$ cat config.mk
export PLATFORM = sky130hd
export DESIGN_NAME = hid_report_assembler
export DESIGN_NICKNAME = d
export VERILOG_FILES = /design/src/rtl/hid_pkg.sv /design/src/rtl/hid_slot_match.sv /design/src/rtl/hid_report_assembler.sv
export SDC_FILE = /design/constraint.sdc
export NUM_CORES = 1
export LEC_CHECK = 0
export CORE_ASPECT_RATIO = 0.8
export CORE_MARGIN = 5
export CORE_UTILIZATION = 39
export DETAILED_ROUTE_END_ITERATION = 8
export GPL_ROUTABILITY_DRIVEN = 1
export PLACE_DENSITY = 0.57
export RECOVER_POWER = 100
export SKIP_LAST_GASP = 1
export SYNTH_ARGS = -nofsm -noshare
export SYNTH_HDL_FRONTEND = slang
export SYNTH_SLANG_ARGS = --single-unit
export TNS_END_PERCENT = 20
$ cat constraint.sdc
create_clock -name Clk -period 8.12 [get_ports Clk]
set_clock_uncertainty 0.05 [all_clocks]
set_input_delay 0.812 -clock Clk [delete_from_list [all_inputs] [get_ports Clk]]
set_output_delay 0.812 -clock Clk [all_outputs]
set_load 0.05 [all_outputs]
$ cat src/rtl/hid_pkg.sv
// hid_pkg: shared states, key constants and slot-array type for the HID report assembler
package hid_pkg;
  localparam int REPORT_BYTES = 8;
  localparam int KEY_SLOTS = 6;
  localparam logic [7:0] KEY_NONE = 8'h00;
  localparam logic [7:0] KEY_ERR_ROLLOVER = 8'h01;
  typedef enum logic [2:0] {IDLE, COLLECT, CHECK, COMMIT, DIFF_REL, DIFF_PRESS} state_t;
  typedef logic [KEY_SLOTS-1:0][7:0] slots_t;
endpackage

$ cat src/rtl/hid_slot_match.sv
// hid_slot_match: flags whether code_i appears in any of the six slots_i (combinational)
module hid_slot_match
  import hid_pkg::*;
(
  input  logic [7:0] code_i,
  input  slots_t     slots_i,
  output logic       present_o
);
  always_comb begin
    present_o = 1'b0;
    for (int i = 0; i < KEY_SLOTS; i++) present_o = present_o | (slots_i[i] == code_i);
  end
endmodule

$ cat src/rtl/hid_report_assembler.sv
// hid_report_assembler: collects boot keyboard report bytes into keycode/modifiers, rejects rollover reports, streams press/release events
module hid_report_assembler
  import hid_pkg::*;
#(
  parameter int ERR_W = 8
) (
  input  logic             Clk,
  input  logic             Reset_n,
  input  logic [7:0]       byte_data,
  input  logic             byte_valid,
  input  logic             byte_first,
  output logic             byte_ready,
  output logic [63:0]      keycode,
  output logic [7:0]       modifiers,
  output logic             report_strobe,
  output logic             evt_valid,
  output logic [7:0]       evt_code,
  output logic             evt_press,
  input  logic             evt_ready,
  output logic [ERR_W-1:0] err_count
);
  state_t state_q;
  logic [2:0] idx_q, slot_q;
  logic [7:0] stg_mod_q, mod_q, evt_code_q;
  slots_t stg_q, cur_q, prev_q, other;
  logic strobe_q, evt_valid_q, evt_press_q;
  logic [ERR_W-1:0] err_q;
  logic accept, is_rel, present, emit, step, last_slot, rollover;
  logic [7:0] probe;
  assign byte_ready = state_q == IDLE || state_q == COLLECT;
  assign accept = byte_valid && byte_ready;
  assign is_rel = state_q == DIFF_REL;
  assign probe = is_rel ? prev_q[slot_q] : cur_q[slot_q];
  assign other = is_rel ? cur_q : prev_q;
  assign emit = probe != KEY_NONE && !present;
  // Hold the slot while an event is pending; otherwise move on once nothing needs emitting here.
  assign step = evt_valid_q ? evt_ready : !emit;
  assign last_slot = slot_q == 3'(KEY_SLOTS - 1);
  hid_slot_match u_match (
    .code_i   (probe),
    .slots_i  (other),
    .present_o(present)
  );
  always_comb begin
    rollover = 1'b0;
    for (int i = 0; i < KEY_SLOTS; i++) rollover = rollover | (stg_q[i] == KEY_ERR_ROLLOVER);
  end
  always_ff @(posedge Clk or negedge Reset_n) begin
    if (!Reset_n) begin
      state_q <= IDLE;
      idx_q <= '0;
      slot_q <= '0;
      stg_mod_q <= '0;
      stg_q <= '0;
      cur_q <= '0;
      prev_q <= '0;
      mod_q <= '0;
      strobe_q <= 1'b0;
      evt_valid_q <= 1'b0;
      evt_code_q <= '0;
      evt_press_q <= 1'b0;
      err_q <= '0;
    end else begin
      strobe_q <= 1'b0;
      case (state_q)
        IDLE: if (accept && byte_first) begin
          stg_mod_q <= byte_data;
          idx_q <= 3'd1;
          state_q <= COLLECT;
        end
        COLLECT: if (accept) begin
          if (byte_first) begin
            stg_mod_q <= byte_data;
            idx_q <= 3'd1;
          end else begin
            if (idx_q >= 3'd2) stg_q[idx_q-3'd2] <= byte_data;
            idx_q <= idx_q + 3'd1;
            if (idx_q == 3'(REPORT_BYTES - 1)) state_q <= CHECK;
          end
        end
        CHECK: begin
          if (rollover && ~&err_q) err_q <= err_q + ERR_W'(1);
          state_q <= rollover ? IDLE : COMMIT;
        end
        COMMIT: begin
          cur_q <= stg_q;
          mod_q <= stg_mod_q;
          strobe_q <= 1'b1;
          slot_q <= '0;
          state_q <= DIFF_REL;
        end
        DIFF_REL, DIFF_PRESS: begin
          if (evt_valid_q && evt_ready) evt_valid_q <= 1'b0;
          if (!evt_valid_q && emit) begin
            evt_valid_q <= 1'b1;
            evt_code_q <= probe;
            evt_press_q <= !is_rel;
          end
          if (step) begin
            slot_q <= last_slot ? 3'd0 : slot_q + 3'd1;
            if (last_slot && is_rel) state_q <= DIFF_PRESS;
            if (last_slot && !is_rel) begin
              prev_q <= cur_q;
              state_q <= IDLE;
            end
          end
        end
        default: state_q <= IDLE;
      endcase
    end
  end
  assign keycode = {16'h0000, cur_q};
  assign modifiers = mod_q;
  assign report_strobe = strobe_q;
  assign evt_valid = evt_valid_q;
  assign evt_code = evt_code_q;
  assign evt_press = evt_press_q;
  assign err_count = err_q;
endmodule
==> impl_metrics.yaml, run 1 <==
outcome:
  status: "finished, violations left"
  violations: "capacitance limit, slew limit"
synth:
  async_flop_share: 1.00
  synthCells: 708
  postSynthAreaPerCell_sq_um: 13.4
  yosysWarnings: 0
  synth.distinct_cells: 47
  synth-edff-count: 0
  yosys_register_bits: 188
  syn_area_sq_um: 9510
  synth_ff_type: "dfrtp_1"
  yosysSeqAreaShare: 0.495
setup_path:
  cp_data_arrival_time_ns: 5.71
  endpoint: "evt_code[2]$_DFFE_PN0P_"
  crit_type: "reg2reg"
  cp_max_fo: 20
  r2r-start: "state_q[0]$_DFFE_PN0P_"
  startpoint_type: "flip-flop"
  worst_setup_path_end_kind: "flip-flop"
  reg2reg_depth: 9
  crit_start: "state_q[0]$_DFFE_PN0P_"
  r2r_slack_ns: 2.68
  required_ns: 8.39
  rr_endpoint: "evt_code[2]$_DFFE_PN0P_"
timing:
  setup_viol: 0
  fin_crit_sh: 0.670
  finalHoldViolCount: 0
  timing.setup.tns_ns: 0
  fin_crit_ns: 5.44
  rsz0062_at_grt: "no"
  tightest_slew_ns: 4.14
  maxSlewViolCount: 127
  fmax_mhz: 184
  relSlewSlack: -1.76
route:
  dr.first_iter.drc_count: 363
  vias: 5995
  routed_wl_microns: 25300
  final_antenna_net_count: 0
  routed_via_density: 5.35
  drc: 0
  wl_per_cell_microns: 22.6
  dr.pass1.iters: 4
clock_tree:
  holdBufCountCts: 0
  clockRootBuffer: "clkbuf_16"
  cts-htree-levels: 4
  cts_buffer_depth: 2
  cts_resized: 0
  tritoncts: "yes"
  cts_setup_buffers: 0
  path_clk_slew_ns: 0.07
  insertion_delay_ns: 0.45
  cts_sinks: 188
  cts_buffers: 17
floorplan:
  core_area_sq_um: 24200
  die_area_sq_um: 27600
  start_util: 0.393
  rows: 51
  die_h_microns: 150
  ioPinCount: 105
  die_x_microns: 185
placed_design:
  placed_area_sq_um: 10600
  hpwl_microns: 18400
  port_buffers: 88
  place.gp.congestion: 0.873
global_route:
  grt_overflow: 0
  antenna_found_initial: 2
  grt_pass1_wl_microns: 38800
  grt_pass1_vias: 6354
  grt_max_degree: 113
  grt_usage: 0.187
flow_run:
  cap_violations: 2
pwr:
  vdd.ir_drop.worst_v: 0.000207
  p_per_area_nw_per_um2: 340
  power.static_leakage_nw: 5.34
final_layout:
  nets: 802
  final_area_sq_um: 11100
  synthToLayoutAreaGrowth_pct: 16.5
  drive_gt1_frac: 0.258
hold_path:
  min_path_type: "reg2reg"
## final cells by class
class	instances	area, sq um
Timing Repair Buffer	94	920
Inverter	6	22.5
Tap cell	318	398
Antenna cell	3	7.51
Fill cell	2147	13100
Clock inverter	14	156
Sequential cell	188	4700
Multi-Input combinational cell	479	4430
Clock buffer	18	439
## cells in the mapped netlist, types with 8 or more instances
cell type  count  share of area
mux4_2        21          0.050
clkbuf_1      11         0.0043
xor2_1        39          0.036
dfrtp_1      188           0.49
mux2i_1       50          0.053
nand4_1       12         0.0079
buf_4         21          0.017
mux2_2       142           0.17
buf_2         11         0.0058
xnor2_1       16          0.015
nand2_1       49          0.019
nand3_1        8         0.0042
nor2_1        12         0.0047
nor4_1         9         0.0059
mux2_4        20          0.032
and3_1        10         0.0066
and2_1         9         0.0059
## stage by stage
| stage | hold slack (ns) | cells | setup WS [ns] | total power, mW | utilization |
|---|---|---|---|---|---|
| after global placement | 0.406 | 1085 | 3.31 | 2.98 | 0.437 |
| final | 0.422 | 1120 | 2.68 | 3.77 | 0.458 |
| after global routing | 0.443 | 1117 | 1.88 | 3.96 | 0.458 |
| after CTS | 0.428 | 1117 | 3.04 | 3.86 | 0.462 |
| after floorplan | 0.385 | 723 | 4.52 | 2.50 | - |
| after detailed placement | 0.404 | 1085 | 3.10 | 3.01 | 0.437 |
## how the worst min path moves through the flow
stage	slack [ns]	startpoint	cells after the start	end
6_report	0.42	stg_mod_q[4]$_DFFE_PN0P_	2	modifiers[4]$_DFFE_PN0P_
5_1_grt	0.44	stg_mod_q[5]$_DFFE_PN0P_	2	modifiers[5]$_DFFE_PN0P_
3_3_place_gp	0.41	stg_mod_q[4]$_DFFE_PN0P_	2	modifiers[4]$_DFFE_PN0P_
4_1_cts	0.43	stg_mod_q[4]$_DFFE_PN0P_	2	modifiers[4]$_DFFE_PN0P_
3_5_place_dp	0.40	stg_mod_q[5]$_DFFE_PN0P_	2	modifiers[5]$_DFFE_PN0P_
2_1_floorplan	0.38	stg_mod_q[0]$_DFFE_PN0P_	2	modifiers[0]$_DFFE_PN0P_
## metal layers
layer	vias up	share of wire	track usage
li1	2715	-	-
met3	15	0.052	0.0365
met5	-	0	0
met1	3128	0.49	0.285
met4	0	0.011	0.0421
met2	137	0.44	0.278
## where the power goes
part | total, mW | switching, mW | internal, mW
Sequential | 1.45 | 0.298 | 1.15
Combinational | 1.48 | 0.892 | 0.587
Clock | 0.838 | 0.394 | 0.443
Total | 3.77 | 1.58 | 2.18
## cells by family after synthesis
family,count (synthesis),synth area share
other cells,1,0.000394
flops,188,0.495
compound gates,34,0.0289
xor+xnor,55,0.0507
mux,236,0.310
buf+inv,56,0.0366
simple gates,135,0.0743
fa+ha+maj,3,0.00395
## sequential cells by signal, summed over array words and instances (netlist names)
signal,flops
err_count,8
evt_code,8
evt_press,1
evt_valid,1
idx_q,3
keycode,48
modifiers,8
prev_q,48
report_strobe,1
slot_q,3
state_q,3
stg_mod_q,8
stg_q,48
## worst max-delay path, stage by stage (launching register included)
cell and delay (ns):
dfrtp_1 0.79, or3b_1 0.81, mux4_2 0.46, a211o_1 0.50, xor2_1 0.23, nand4_1 0.13, o21ai_0 0.11, a311oi_1 0.93
nand3_1 0.78, mux2_2 0.50
## placed cells by master (no fill, tap or decap), types with 8 or more instances in the layout
cell / synthesis / final
xor2_1: 39 / 39
nand2_1: 49 / 49
dlygate4sd3_1: 0 / 76
nor2_1: 12 / 11
mux2_1: 0 / 19
mux4_2: 21 / 21
mux2i_1: 50 / 50
clkdlybuf4s50_1: 0 / 11
nor4_1: 9 / 9
clkbuf_16: 0 / 17
and3_1: 10 / 10
xnor2_1: 16 / 16
mux2_2: 142 / 142
nand3_1: 8 / 9
nand4_1: 12 / 12
dfrtp_1: 188 / 188
conb_1: 1 / 16
and2_1: 9 / 8
Power figures use the tool's default switching activity.
==> run 2: changes to the inputs <==
--- a/config.mk
+++ b/config.mk
@@ -10,7 +10,7 @@
 export CORE_UTILIZATION = 39
 export DETAILED_ROUTE_END_ITERATION = 8
 export GPL_ROUTABILITY_DRIVEN = 1
-export PLACE_DENSITY = 0.57
+export PLACE_DENSITY = 0.59
 export RECOVER_POWER = 100
 export SKIP_LAST_GASP = 1
 export SYNTH_ARGS = -nofsm -noshare
==> constraint.sdc (replaced) <==
create_clock -name Clk -period 4.6 [get_ports Clk]
set_clock_uncertainty 0.05 [all_clocks]
set_input_delay 0.46 -clock Clk [delete_from_list [all_inputs] [get_ports Clk]]
set_output_delay 0.46 -clock Clk [all_outputs]
set_load 0.05 [all_outputs]
==> run 2 against run 1 <==
Compared with the run above:
- the flow still finishes with violations (capacitance limit, slew limit)
- critical endpoint is now evt_code[4]$_DFFE_PN0P_
- highest routed layer unchanged
- global-route usage up 0.59 points
- flip-flop and latch count unchanged
- sequential share of layout area down 0.75 points
- largest power group unchanged
- count of clock-buffer cells in the layout up 1
- first-iteration DRC count up 18%
- sequential power up 72%
- register-to-register slack worse by 2.3 ns
- power up 82%
- critical path depth up 2
- non-clock buffer count up 28
==> impl_metrics.yaml, run 2 (same netlist as run 1, synthesis figures left out) <==
route:
  routed.top_layer: "met4"
  wl_met2_microns: 11600
  routed_wl_microns: 25800
  routed_via_density: 5.42
  wl_met1_microns: 12400
  dr.first_iter.drc_count: 430
  final_antenna_net_count: 0
  met3_length_microns: 1370
  vias: 6210
  drc: 0
  wl_per_cell_microns: 22.5
  dr.pass1.iters: 5
setup_path:
  cp_max_fo: 13
  r2r-start: "state_q[1]$_DFFE_PN0P_"
  required_ns: 4.87
  worst_setup_path_end_kind: "flip-flop"
  startpoint_type: "flip-flop"
  rr_endpoint: "evt_code[4]$_DFFE_PN0P_"
  crit_type: "reg2reg"
  r2r_slack_ns: 0.36
  cp_data_arrival_time_ns: 4.51
  reg2reg_depth: 11
placed_design:
  port_buffers: 88
  hpwl_microns: 19500
  placed_area_sq_um: 10800
  post-place-ws_ns: 0.479
  place.gp.congestion: 0.901
pwr:
  power.switching_mw: 2.88
  vdd.ir_drop.worst_v: 0.000374
  pwr-share-comb: 0.420
  netSwitchingFraction: 0.421
  p_per_area_nw_per_um2: 606
  p_clk_frac: 0.216
  power.static_leakage_nw: 5.47
  power.internal_mw: 3.96
  seq_power_share: 0.364
floorplan:
  ioPinCount: 105
  die_x_microns: 185
  die_area_sq_um: 27600
  rows: 51
  core_area_sq_um: 24200
  start_util: 0.393
  die_h_microns: 150
clock_tree:
  tritoncts: "yes"
  cts_sinks: 188
  cts_buffers: 17
  insertion_delay_ns: 0.44
  cts_buffer_depth: 2
  holdBufCountCts: 0
  clockRootBuffer: "clkbuf_16"
  cts_resized: 0
  cts_setup_buffers: 0
  cts-htree-levels: 4
  path_clk_slew_ns: 0.07
final_layout:
  regArea_sq_um: 4700
  synthToLayoutAreaGrowth_pct: 18.6
  final_area_sq_um: 11300
  final_core_util: 0.466
  final_cell_mix: "dfrtp_1, mux2_2, dlygate4sd3_1"
  antennaDiodeCount: 0
  final_common_cell: "dfrtp_1"
  drive_gt1_frac: 0.284
  multi_input_area_sq_um: 4460
  nets: 830
  fill_cells: 2149
timing:
  fmax_mhz: 236
  setup_viol: 0
  fin_crit_sh: 0.921
  finalHoldViolCount: 0
  rsz0062_at_grt: "no"
  relSlewSlack: -0.836
  tightest_slew_ns: 2.75
  worst_slack_ns: 0.361
  timing.setup.tns_ns: 0
  fin_crit_ns: 4.24
  maxSlewViolCount: 114
  hold_ws_ns: 0.438
global_route:
  grt_overflow: 0
  antenna_found_initial: 0
  grt_max_degree: 114
  grt_pass1_vias: 6487
  grt_pass1_wl_microns: 40300
  grt_usage: 0.193
hold_path:
  min_to: "modifiers[1]$_DFFE_PN0P_"
  hold_start: "stg_mod_q[1]$_DFFE_PN0P_"
  hold_depth: 2
  min_path_type: "reg2reg"
outcome:
  status: "finished, violations left"
  violations: "capacitance limit, slew limit"
flow_run:
  cap_violations: 1
## run 2: cell count changes in the layout (fill, tap and decap cells not counted), moves of 2 or more
cell and delta:
inv_6 +4, diode_2 -3, clkinv_4 -2, clkinv_2 -2
buf_4 +24, clkbuf_2 +5
## run 2: power groups by stage
| stage | Combinational [mW] | Clock, mW | Sequential, mW |
|---|---|---|---|
| after global placement | 2.93 | 0 | 2.50 |
| final | 2.87 | 1.48 | 2.49 |
| after global routing | 3.06 | 1.58 | 2.54 |
| after floorplan | 1.56 | 0 | 2.86 |
| after CTS | 2.97 | 1.51 | 2.49 |
| after detailed placement | 2.96 | 0 | 2.51 |
## run 2: worst max-delay path, stage by stage (launching register included)
cell and delay (ns):
dfrtp_1 0.48, or3b_1 0.56, buf_4 0.26, and3_1 0.20, a211o_1 0.47, xor2_1 0.25, nand4_1 0.14, o21ai_1 0.12
a311oi_4 0.36, clkbuf_1 0.28, nand3_1 0.48, mux2_2 0.46
## run 2: layout make-up
class | count | share of cell area
multi-input combinational | 479 | 0.395
clock inverter | 13 | 0.0128
tap | 318 | 0.0353
timing repair buffer | 122 | 0.0987
clock buffer | 19 | 0.0393
sequential | 188 | 0.417
inverter | 6 | 0.00200
## run 2: stage by stage
step           cells  power (mW)
4_1_cts         1145        6.97
3_3_place_gp    1113        5.43
2_1_floorplan    723        4.42
3_5_place_dp    1113        5.47
6_report        1145        6.84
5_1_grt         1145        7.18
## run 2: per-layer routing
layer / track usage / vias up
met5: 0 / -
met4: 0.0443 / 0
met3: 0.0467 / 25
met2: 0.287 / 166
met1: 0.287 / 3268
li1: - / 2751
## run 2: worst max-delay path by stage
stage / cells past startpoint / start / slack, ns / endpoint
finish: 11 / state_q[1]$_DFFE_PN0P_ / 0.36 / evt_code[4]$_DFFE_PN0P_
global route: 13 / state_q[0]$_DFFE_PN0P_ / 0.14 / evt_code[4]$_DFFE_PN0P_
CTS: 10 / state_q[1]$_DFFE_PN0P_ / 0.47 / prev_q[6]$_DFFE_PN0P_
detailed placement: 10 / state_q[1]$_DFFE_PN0P_ / 0.48 / prev_q[23]$_DFFE_PN0P_
global placement: 11 / state_q[1]$_DFFE_PN0P_ / 0.53 / prev_q[5]$_DFFE_PN0P_
floorplan: 13 / state_q[1]$_DFFE_PN0P_ / 1.0 / prev_q[16]$_DFFE_PN0P_
